--- config.mk ---
export PLATFORM = sky130hd
export DESIGN_NAME = rs_station
export DESIGN_NICKNAME = d
export VERILOG_FILES = /design/src/rtl/rs_station.sv
export SDC_FILE = /design/constraint.sdc
export NUM_CORES = 2
export LEC_CHECK = 0
export BUFFER_PORTS_ARGS = -buffer_cell sky130_fd_sc_hd__buf_2
export CORE_UTILIZATION = 50
export CTS_CLUSTER_DIAMETER = 40
export DETAILED_ROUTE_END_ITERATION = 10
export GPL_ROUTABILITY_DRIVEN = 0
export PLACE_DENSITY = 0.66
export SYNTH_ARGS = -nofsm -noshare
export SYNTH_HDL_FRONTEND = slang
export SYNTH_SLANG_ARGS = --single-unit
--- constraint.sdc ---
create_clock -name clk_in -period 6 [get_ports clk_in]
set_clock_uncertainty 0.2 [all_clocks]
set_input_delay 0.6 -clock clk_in [delete_from_list [all_inputs] [get_ports clk_in]]
set_output_delay 0.6 -clock clk_in [all_outputs]
set_load 0.005 [all_outputs]
--- src/rtl/rs_station.sv ---
// Reservation station: holds dispatched instructions until both operands are
// resolved (directly, by dispatch-time bypass, or by CDB wake-up), then moves
// the lowest-index ready entry into a single-entry issue register that feeds
// the execution unit over a valid/ready handshake.
module rs_station #(
  parameter int RS_DEPTH_LOG = 4,
  parameter int TAG_WIDTH    = 4,
  parameter int OP_WIDTH     = 6,
  parameter int DATA_WIDTH   = 32
) (
  input  logic                    clk_in,
  input  logic                    rst_in,
  input  logic                    rdy_in,
  input  logic                    disp_valid,
  output logic                    disp_ready,
  input  logic [OP_WIDTH-1:0]     disp_op,
  input  logic [TAG_WIDTH-1:0]    disp_q1,
  input  logic [TAG_WIDTH-1:0]    disp_q2,
  input  logic [DATA_WIDTH-1:0]   disp_v1,
  input  logic [DATA_WIDTH-1:0]   disp_v2,
  input  logic [TAG_WIDTH-1:0]    disp_dest,
  input  logic                    cdb_valid,
  input  logic [TAG_WIDTH-1:0]    cdb_tag,
  input  logic [DATA_WIDTH-1:0]   cdb_value,
  input  logic                    flush,
  output logic                    iss_valid,
  input  logic                    iss_ready,
  output logic [OP_WIDTH-1:0]     iss_op,
  output logic [TAG_WIDTH-1:0]    iss_dest,
  output logic [DATA_WIDTH-1:0]   iss_v1,
  output logic [DATA_WIDTH-1:0]   iss_v2,
  output logic                    full,
  output logic [RS_DEPTH_LOG:0]   count
);

  localparam int DEPTH = 2 ** RS_DEPTH_LOG;
  localparam logic [RS_DEPTH_LOG:0] FULL_CNT = (RS_DEPTH_LOG + 1)'(DEPTH);
  localparam logic [RS_DEPTH_LOG:0] CNT_ONE  = (RS_DEPTH_LOG + 1)'(1);

  // Entry storage (stage p0); only busy is a control bit, the rest is payload.
  logic                  ent_busy_p0 [DEPTH];
  logic [OP_WIDTH-1:0]   ent_op_p0   [DEPTH];
  logic [TAG_WIDTH-1:0]  ent_q1_p0   [DEPTH];
  logic [TAG_WIDTH-1:0]  ent_q2_p0   [DEPTH];
  logic [DATA_WIDTH-1:0] ent_v1_p0   [DEPTH];
  logic [DATA_WIDTH-1:0] ent_v2_p0   [DEPTH];
  logic [TAG_WIDTH-1:0]  ent_dest_p0 [DEPTH];
  logic [RS_DEPTH_LOG:0] cnt_p0;

  // Issue register (stage p1).
  logic                  vld_p1;
  logic [OP_WIDTH-1:0]   iss_op_p1;
  logic [TAG_WIDTH-1:0]  iss_dest_p1;
  logic [DATA_WIDTH-1:0] iss_v1_p1;
  logic [DATA_WIDTH-1:0] iss_v2_p1;

  logic                    sel_found;
  logic [RS_DEPTH_LOG-1:0] sel_idx;
  logic                    free_found;
  logic [RS_DEPTH_LOG-1:0] free_idx;
  logic                    cdb_hit;
  logic                    disp_acc;
  logic                    iss_load;
  logic                    iss_take;

  assign full       = (cnt_p0 == FULL_CNT);
  assign disp_ready = !full;
  assign count      = cnt_p0;
  assign iss_valid  = vld_p1;
  assign iss_op     = iss_op_p1;
  assign iss_dest   = iss_dest_p1;
  assign iss_v1     = iss_v1_p1;
  assign iss_v2     = iss_v2_p1;

  assign cdb_hit  = cdb_valid && (cdb_tag != '0);
  assign disp_acc = disp_valid && disp_ready && free_found;
  assign iss_load = !vld_p1 || iss_ready;
  assign iss_take = iss_load && sel_found;

  // Lowest-index executable entry and lowest-index free entry, from registered state.
  always_comb begin
    sel_found  = 1'b0;
    sel_idx    = '0;
    free_found = 1'b0;
    free_idx   = '0;
    for (int i = DEPTH - 1; i >= 0; i--) begin
      if (ent_busy_p0[i] && (ent_q1_p0[i] == '0) && (ent_q2_p0[i] == '0)) begin
        sel_found = 1'b1;
        sel_idx   = RS_DEPTH_LOG'(i);
      end
      if (!ent_busy_p0[i]) begin
        free_found = 1'b1;
        free_idx   = RS_DEPTH_LOG'(i);
      end
    end
  end

  // Entry update: wake-up, dispatch with bypass, issue select, occupancy count.
  always_ff @(posedge clk_in) begin
    if (rst_in) begin
      for (int i = 0; i < DEPTH; i++) ent_busy_p0[i] <= 1'b0;
      cnt_p0 <= '0;
    end else if (rdy_in) begin
      if (flush) begin
        for (int i = 0; i < DEPTH; i++) ent_busy_p0[i] <= 1'b0;
        cnt_p0 <= '0;
      end else begin
        for (int i = 0; i < DEPTH; i++) begin
          if (ent_busy_p0[i] && cdb_hit) begin
            if (ent_q1_p0[i] == cdb_tag) begin
              ent_q1_p0[i] <= '0;
              ent_v1_p0[i] <= cdb_value;
            end
            if (ent_q2_p0[i] == cdb_tag) begin
              ent_q2_p0[i] <= '0;
              ent_v2_p0[i] <= cdb_value;
            end
          end
        end
        if (iss_take) ent_busy_p0[sel_idx] <= 1'b0;
        if (disp_acc) begin
          ent_busy_p0[free_idx] <= 1'b1;
          ent_op_p0[free_idx]   <= disp_op;
          ent_dest_p0[free_idx] <= disp_dest;
          if (cdb_hit && (disp_q1 == cdb_tag)) begin
            ent_q1_p0[free_idx] <= '0;
            ent_v1_p0[free_idx] <= cdb_value;
          end else begin
            ent_q1_p0[free_idx] <= disp_q1;
            ent_v1_p0[free_idx] <= disp_v1;
          end
          if (cdb_hit && (disp_q2 == cdb_tag)) begin
            ent_q2_p0[free_idx] <= '0;
            ent_v2_p0[free_idx] <= cdb_value;
          end else begin
            ent_q2_p0[free_idx] <= disp_q2;
            ent_v2_p0[free_idx] <= disp_v2;
          end
        end
        case ({disp_acc, iss_take})
          2'b10:   cnt_p0 <= cnt_p0 + CNT_ONE;
          2'b01:   cnt_p0 <= cnt_p0 - CNT_ONE;
          default: cnt_p0 <= cnt_p0;
        endcase
      end
    end
  end

  // ---- stage boundary p0 -> p1: issue register ----
  // Loads the selected entry when empty or being consumed; holds otherwise.
  always_ff @(posedge clk_in) begin
    if (rst_in) begin
      vld_p1      <= 1'b0;
      iss_op_p1   <= '0;
      iss_dest_p1 <= '0;
      iss_v1_p1   <= '0;
      iss_v2_p1   <= '0;
    end else if (rdy_in) begin
      if (flush) begin
        vld_p1 <= 1'b0;
      end else if (iss_load) begin
        vld_p1 <= sel_found;
        if (sel_found) begin
          iss_op_p1   <= ent_op_p0[sel_idx];
          iss_dest_p1 <= ent_dest_p0[sel_idx];
          iss_v1_p1   <= ent_v1_p0[sel_idx];
          iss_v2_p1   <= ent_v2_p0[sel_idx];
        end
      end
    end
  end

endmodule

# == After elaboration in Yosys (flattened, before gate mapping) ==
# Memory sizes are Yosys's and may differ from the RTL's. A register that Yosys moved wholly into a read port is not among the register bits.
# Index checks and enable logic that the tools add are counted.
# op_classes
add_sub_neg,2
n_eq_ne,37
n_mux,326
n_bitwise,21
n_reduce_logical,97
# op_table
cell,count
$mux 1,286
$mux 4,36
$eq 4x4->1,34
$logic_not 4->1,32
$mux 32,2
$logic_and 1x1->1,54
$or 1x1->1,20
$pmux 5 s2,1
$add 5x1->5 const B,1
$eq 5x5->1 const B,1
$mux 5,1
$sub 5x1->5 const B,1
$reduce_and 2->1,2
$reduce_and 4->1,1
$reduce_bool 4->1,1
$reduce_bool 3->1,1
$eq 2x1->1 const B,1
$eq 2x2->1 const B,1
$logic_not 1->1,2
$reduce_bool 2->1,1
$reduce_or 1->1,2
$logic_or 1x1->1,1
$not 1->1,1
# word_totals
ff_bits,6
ramBits,1328
out_inout_bits,82
elab_cells,492
memories,7
# mem_list
name,words,word_bits,read_ports,rd_clocked_by_memory_dff,write_ports,line_no,text
ent_v1_p0,16,32,1,1,17,45,logic [DATA_WIDTH-1:0] ent_v1_p0 [DEPTH];
ent_v2_p0,16,32,1,1,17,46,logic [DATA_WIDTH-1:0] ent_v2_p0 [DEPTH];
ent_op_p0,16,6,1,1,1,42,logic [OP_WIDTH-1:0] ent_op_p0 [DEPTH];
ent_dest_p0,16,4,1,1,1,47,logic [TAG_WIDTH-1:0] ent_dest_p0 [DEPTH];
ent_q1_p0,16,4,16,0,17,43,logic [TAG_WIDTH-1:0] ent_q1_p0 [DEPTH];
ent_q2_p0,16,4,16,0,17,44,logic [TAG_WIDTH-1:0] ent_q2_p0 [DEPTH];
+1 memories,--,--,--,--,--,--,

# == Longest topological paths before layout ==
# depth
depth_word,27
ltp_mapped,15
ltp_nobuf,15

# == Least setup slack after synthesis ==
# No wires, ideal clock.
# synth_path
path_type,input -> register
startpoint,input port cdb_tag[0]
endpoint,"memory ent_q1_p0[12][0], enable pin"
setup_ns,0.479
arrival_ns,4.309
required_time_ns,5.321
setup_slack_ns,1.012
stages,6
cell_sequence,clkbuf_1 -> o41ai_1 -> nor2_1 -> clkbuf_1 -> nand2_1 -> o21ai_0
# synth_lines
element,line_no,text
from (decl),23,"input logic [TAG_WIDTH-1:0] cdb_tag,"
to (decl),43,

==> results.py <==
metrics = {
    "run_status": {
        "run_status": "complete, but fails checks",
        "failing_checks": "design-rule violations",
    },
    "sta": {
        "relSlewSlack": 0.135,
        "worst_slew_pin_slew_ns": 1.29,
        "rsz0062_at_grt": "false",
        "min_period_over_period": 0.782,
        "finalHoldViolCount": 0,
        "final_layout_worst_hold_slack_ns": 0.0735,
        "final.min_clock_period_ns": 4.69,
        "timing.final.max_slew_violations": 0,
        "max_freq_mhz": 213,
        "setup_viol": 0,
        "setup_tns_ns": 0,
    },
    "finish": {
        "multi_input_comb_area_um2": 24300,
        "final_nets": 5667,
        "synthToLayoutAreaGrowth_pct": 14.0,
        "final-seq-area_um2": 41300,
        "num-fill-cells": 10800,
        "finish.instance_area_um2": 77100,
        "drive_above_1_share": 0.228,
    },
    "synthesis": {
        "synth.largest_area_cell": "edfxtp_1",
        "ys.flop_type": "edfxtp_1",
        "netlist_instances": 5467,
        "synthDominantCellAreaShare": 0.583,
        "syn-cell-area_um2": 67600,
        "number_of_distinct_standard_cells_referenced_by_the_synthesized_netlist": 62,
        "async_flop_share": 0,
        "synth_sequential_area_ratio": 0.611,
        "synthesis.nets": 5596,
        "syn_avg_cell_area_um2": 12.4,
        "synth_seq_cells": 1408,
        "yosys-top-cells-area": "edfxtp_1 (58%), mux2_2 (9.3%), mux2i_1 (6.8%)",
        "synthesis.yosys.warnings": 0,
        "synth_edf_count": 1312,
    },
    "cts": {
        "tritoncts.num_buffers": 188,
        "clkTransAtPathRegs_ns": 0.06,
        "root_buffer": "clkbuf_16",
        "cts_post_setup_buffers_inserted": 0,
        "post_cts_resize_count": 0,
        "cts_tree": "built",
        "htreeDepth": 4,
        "clkLatencyLatePin_ns": 0.83,
        "cts_max_path_buffers": 3,
        "cts_sinks": 1408,
    },
    "global_routing": {
        "globalRouteOverflowTotal": 0,
        "global_route_wire_length_before_repair_mm": 332,
        "grt_antenna_before_repair": 23,
        "globalRoute.busiestLayer": "met2",
        "grt_util_met1": 0.448,
        "grtUsageTotal": 0.340,
        "global_route_met3_usage": 0.0610,
        "grt_pass1_vias": 46900,
        "grt_max_degree": 107,
        "gr-usage-met2": 0.545,
    },
    "routing": {
        "drt-total-wl_mm": 237,
        "routed_via_count": 49000,
        "drc_errors": 14,
        "route.detailed.wl_per_inst_um": 31.6,
        "via_per_inst": 6.55,
        "firstDrtPassIters": 11,
        "drt_iter0_drc": 6636,
        "ant_nets": 0,
    },
    "pwr": {
        "leakagePower_nw": 28.6,
        "peakVddDrop_mv": 0.236,
        "power_density_nw_per_um2": 300,
    },
    "worst_setup_path": {
        "worstPathMaxFanout": 38,
        "start_kind": "flop",
        "critPathArrivalTime_ns": 5.02,
        "setup.worst_path.class": "reg2reg",
        "critical_path_required_ns": 6.33,
        "critPathCaptureType": "flop",
    },
    "floorplan": {
        "initial_utilization": 0.505,
        "io-pin-count": 207,
        "core_area_um2": 134000,
        "die_area_um2": 137000,
        "rows": 134,
        "die_outline_height_um": 370,
        "fp.dieW_um": 370,
    },
    "placed_design": {
        "dpl.hpwl_mm": 133,
        "io_buffer_count": 206,
        "dpl_cell_area_um2": 70500,
    },
    "min_path": {
        "min_path_type": "in2reg",
    },
    "flow_run": {
        "timing.max_cap.violations": 0,
    },
}
-- cells in the mapped netlist, drive strengths merged, types with 5 or more instances --
library cell / n
a21oi: 755
a31oi: 5
and2: 6
buf: 217
clkbuf: 255
dfxtp: 96
edfxtp: 1312
inv: 32
mux2: 577
mux2i: 461
nand2: 661
nand3: 10
nand4: 61
nor2: 437
nor2b: 6
nor3: 18
nor4: 114
o211ai: 9
o21ai: 41
o221ai: 38
o22ai: 161
o311ai: 9
or3: 6
xnor2: 135
-- worst max-delay path, stage by stage, from the launching register on --
cell	delay, ns
dfxtp_1	0.59
nand4_1	0.38
o41a_2	0.63
nand2_2	0.18
a31o_4	0.56
buf_4	0.78
mux2i_1	0.71
a21oi_1	0.26
-- metrics by stage --
stage	cells	setup WS, ns	power, mW	utilization
2_1_floorplan	5467	1.01	11.6	-
3_3_place_gp	7103	1.49	11.8	0.527
3_5_place_dp	7103	1.43	11.9	0.527
4_1_cts	7472	1.47	23.1	0.576
5_1_grt	7478	1.23	23.6	0.576
6_report	7484	1.31	23.1	0.576
-- sequential cells by signal (all words and copies together), names as in the netlist, 5 cells and up --
register and count:
iss_op 6, ent_q2_p0 64, iss_v2 32, ent_busy_p0 16, count 5, ent_v2_p0 512
ent_dest_p0 64, ent_q1_p0 64, ent_op_p0 96, ent_v1_p0 512, iss_v1 32
-- routing by layer --
metal	part of all wire	vias up	routed length (µm)
li1	-	20600	-
met1	0.37	24300	88000
met2	0.46	3352	110000
met3	0.11	706	26200
met4	0.053	14	12500
met5	0.00035	-	83
-- cell usage in the layout (no fill, tap or decap), drive strengths merged, types with 3 or more instances in the layout --
| master | netlist | layout |
|---|---|---|
| mux2i | 461 | 461 |
| a31o | 3 | 3 |
| xnor2 | 135 | 135 |
| o221ai | 38 | 38 |
| a32oi | 3 | 3 |
| a22oi | 4 | 4 |
| mux2 | 577 | 577 |
| dfxtp | 96 | 96 |
| bufinv | 0 | 20 |
| a21oi | 755 | 755 |
| nor2 | 437 | 437 |
| clkinv | 0 | 81 |
| nand3 | 10 | 10 |
| nor4 | 114 | 114 |
| o22ai | 161 | 161 |
| clkbuf | 255 | 213 |
| a21boi | 4 | 4 |
| or3 | 6 | 6 |
| and4 | 3 | 3 |
| xor2 | 4 | 4 |
| and2 | 6 | 6 |
| nand4 | 61 | 61 |
| o311ai | 9 | 9 |
| edfxtp | 1312 | 1312 |
| nor3 | 18 | 18 |
| a31oi | 5 | 5 |
| nor2b | 6 | 6 |
| dlygate4sd3 | 0 | 13 |
| buf | 217 | 340 |
| inv | 32 | 57 |
| nor3b | 3 | 3 |
| ha | 3 | 3 |
| nand2 | 661 | 661 |
| o21ai | 41 | 41 |
| clkinvlp | 0 | 17 |
| o211ai | 9 | 9 |
| diode | 0 | 12 |
-- kinds of logic (layout without fill, tap and decap cells) --
group	Yosys count	count (layout)	share of synthesized area
mux	1038	1038	0.165
simple gates	1333	1333	0.0828
flops	1408	1408	0.611
other cells	0	12	0
fa+ha+maj	4	4	0.000851
compound gates	1041	1041	0.0849
xor+xnor	139	139	0.0180
buf+inv	504	741	0.0372
-- timing repair --
action                     CTS  global route
setup endpoints to repair    0             0
hold endpoints to repair   146             0
hold buffers                13             0
-- layout make-up --
| class | instances | share of cell area |
|---|---|---|
| multi-input combinational | 3555 | 0.316 |
| clock buffer | 213 | 0.0632 |
| sequential | 1408 | 0.536 |
| tap | 1768 | 0.0287 |
| timing repair buffer | 353 | 0.0338 |
| inverter | 32 | 0.00179 |
| clock inverter | 143 | 0.0201 |
| antenna | 12 | 0.000390 |
-- path summary, 6_finish.rpt --
path,from,endpoint,slack (ns),depth (start not counted)
setup / recovery,ent_busy_p0[0]$_DFF_P_,ent_v2_p0[15][18]$_DFFE_PP_,1.31,7
hold / removal,disp_dest[2],ent_dest_p0[14][2]$_DFFE_PP_,0.07,1
setup reg to reg,ent_busy_p0[0]$_DFF_P_,ent_v2_p0[15][18]$_DFFE_PP_,1.31,7
hold reg to reg,iss_v2[23]$_SDFFE_PP0P_,iss_v2[23]$_SDFFE_PP0P_,0.28,2
-- report_power, final --
part	switching, mW	leakage, nW	internal, mW
Clock	4.66	3.11	6.80
Combinational	0.613	13.1	0.341
Sequential	0.00743	12.4	10.7
Total	5.28	28.6	17.9
Power figures use the tool's default switching activity.
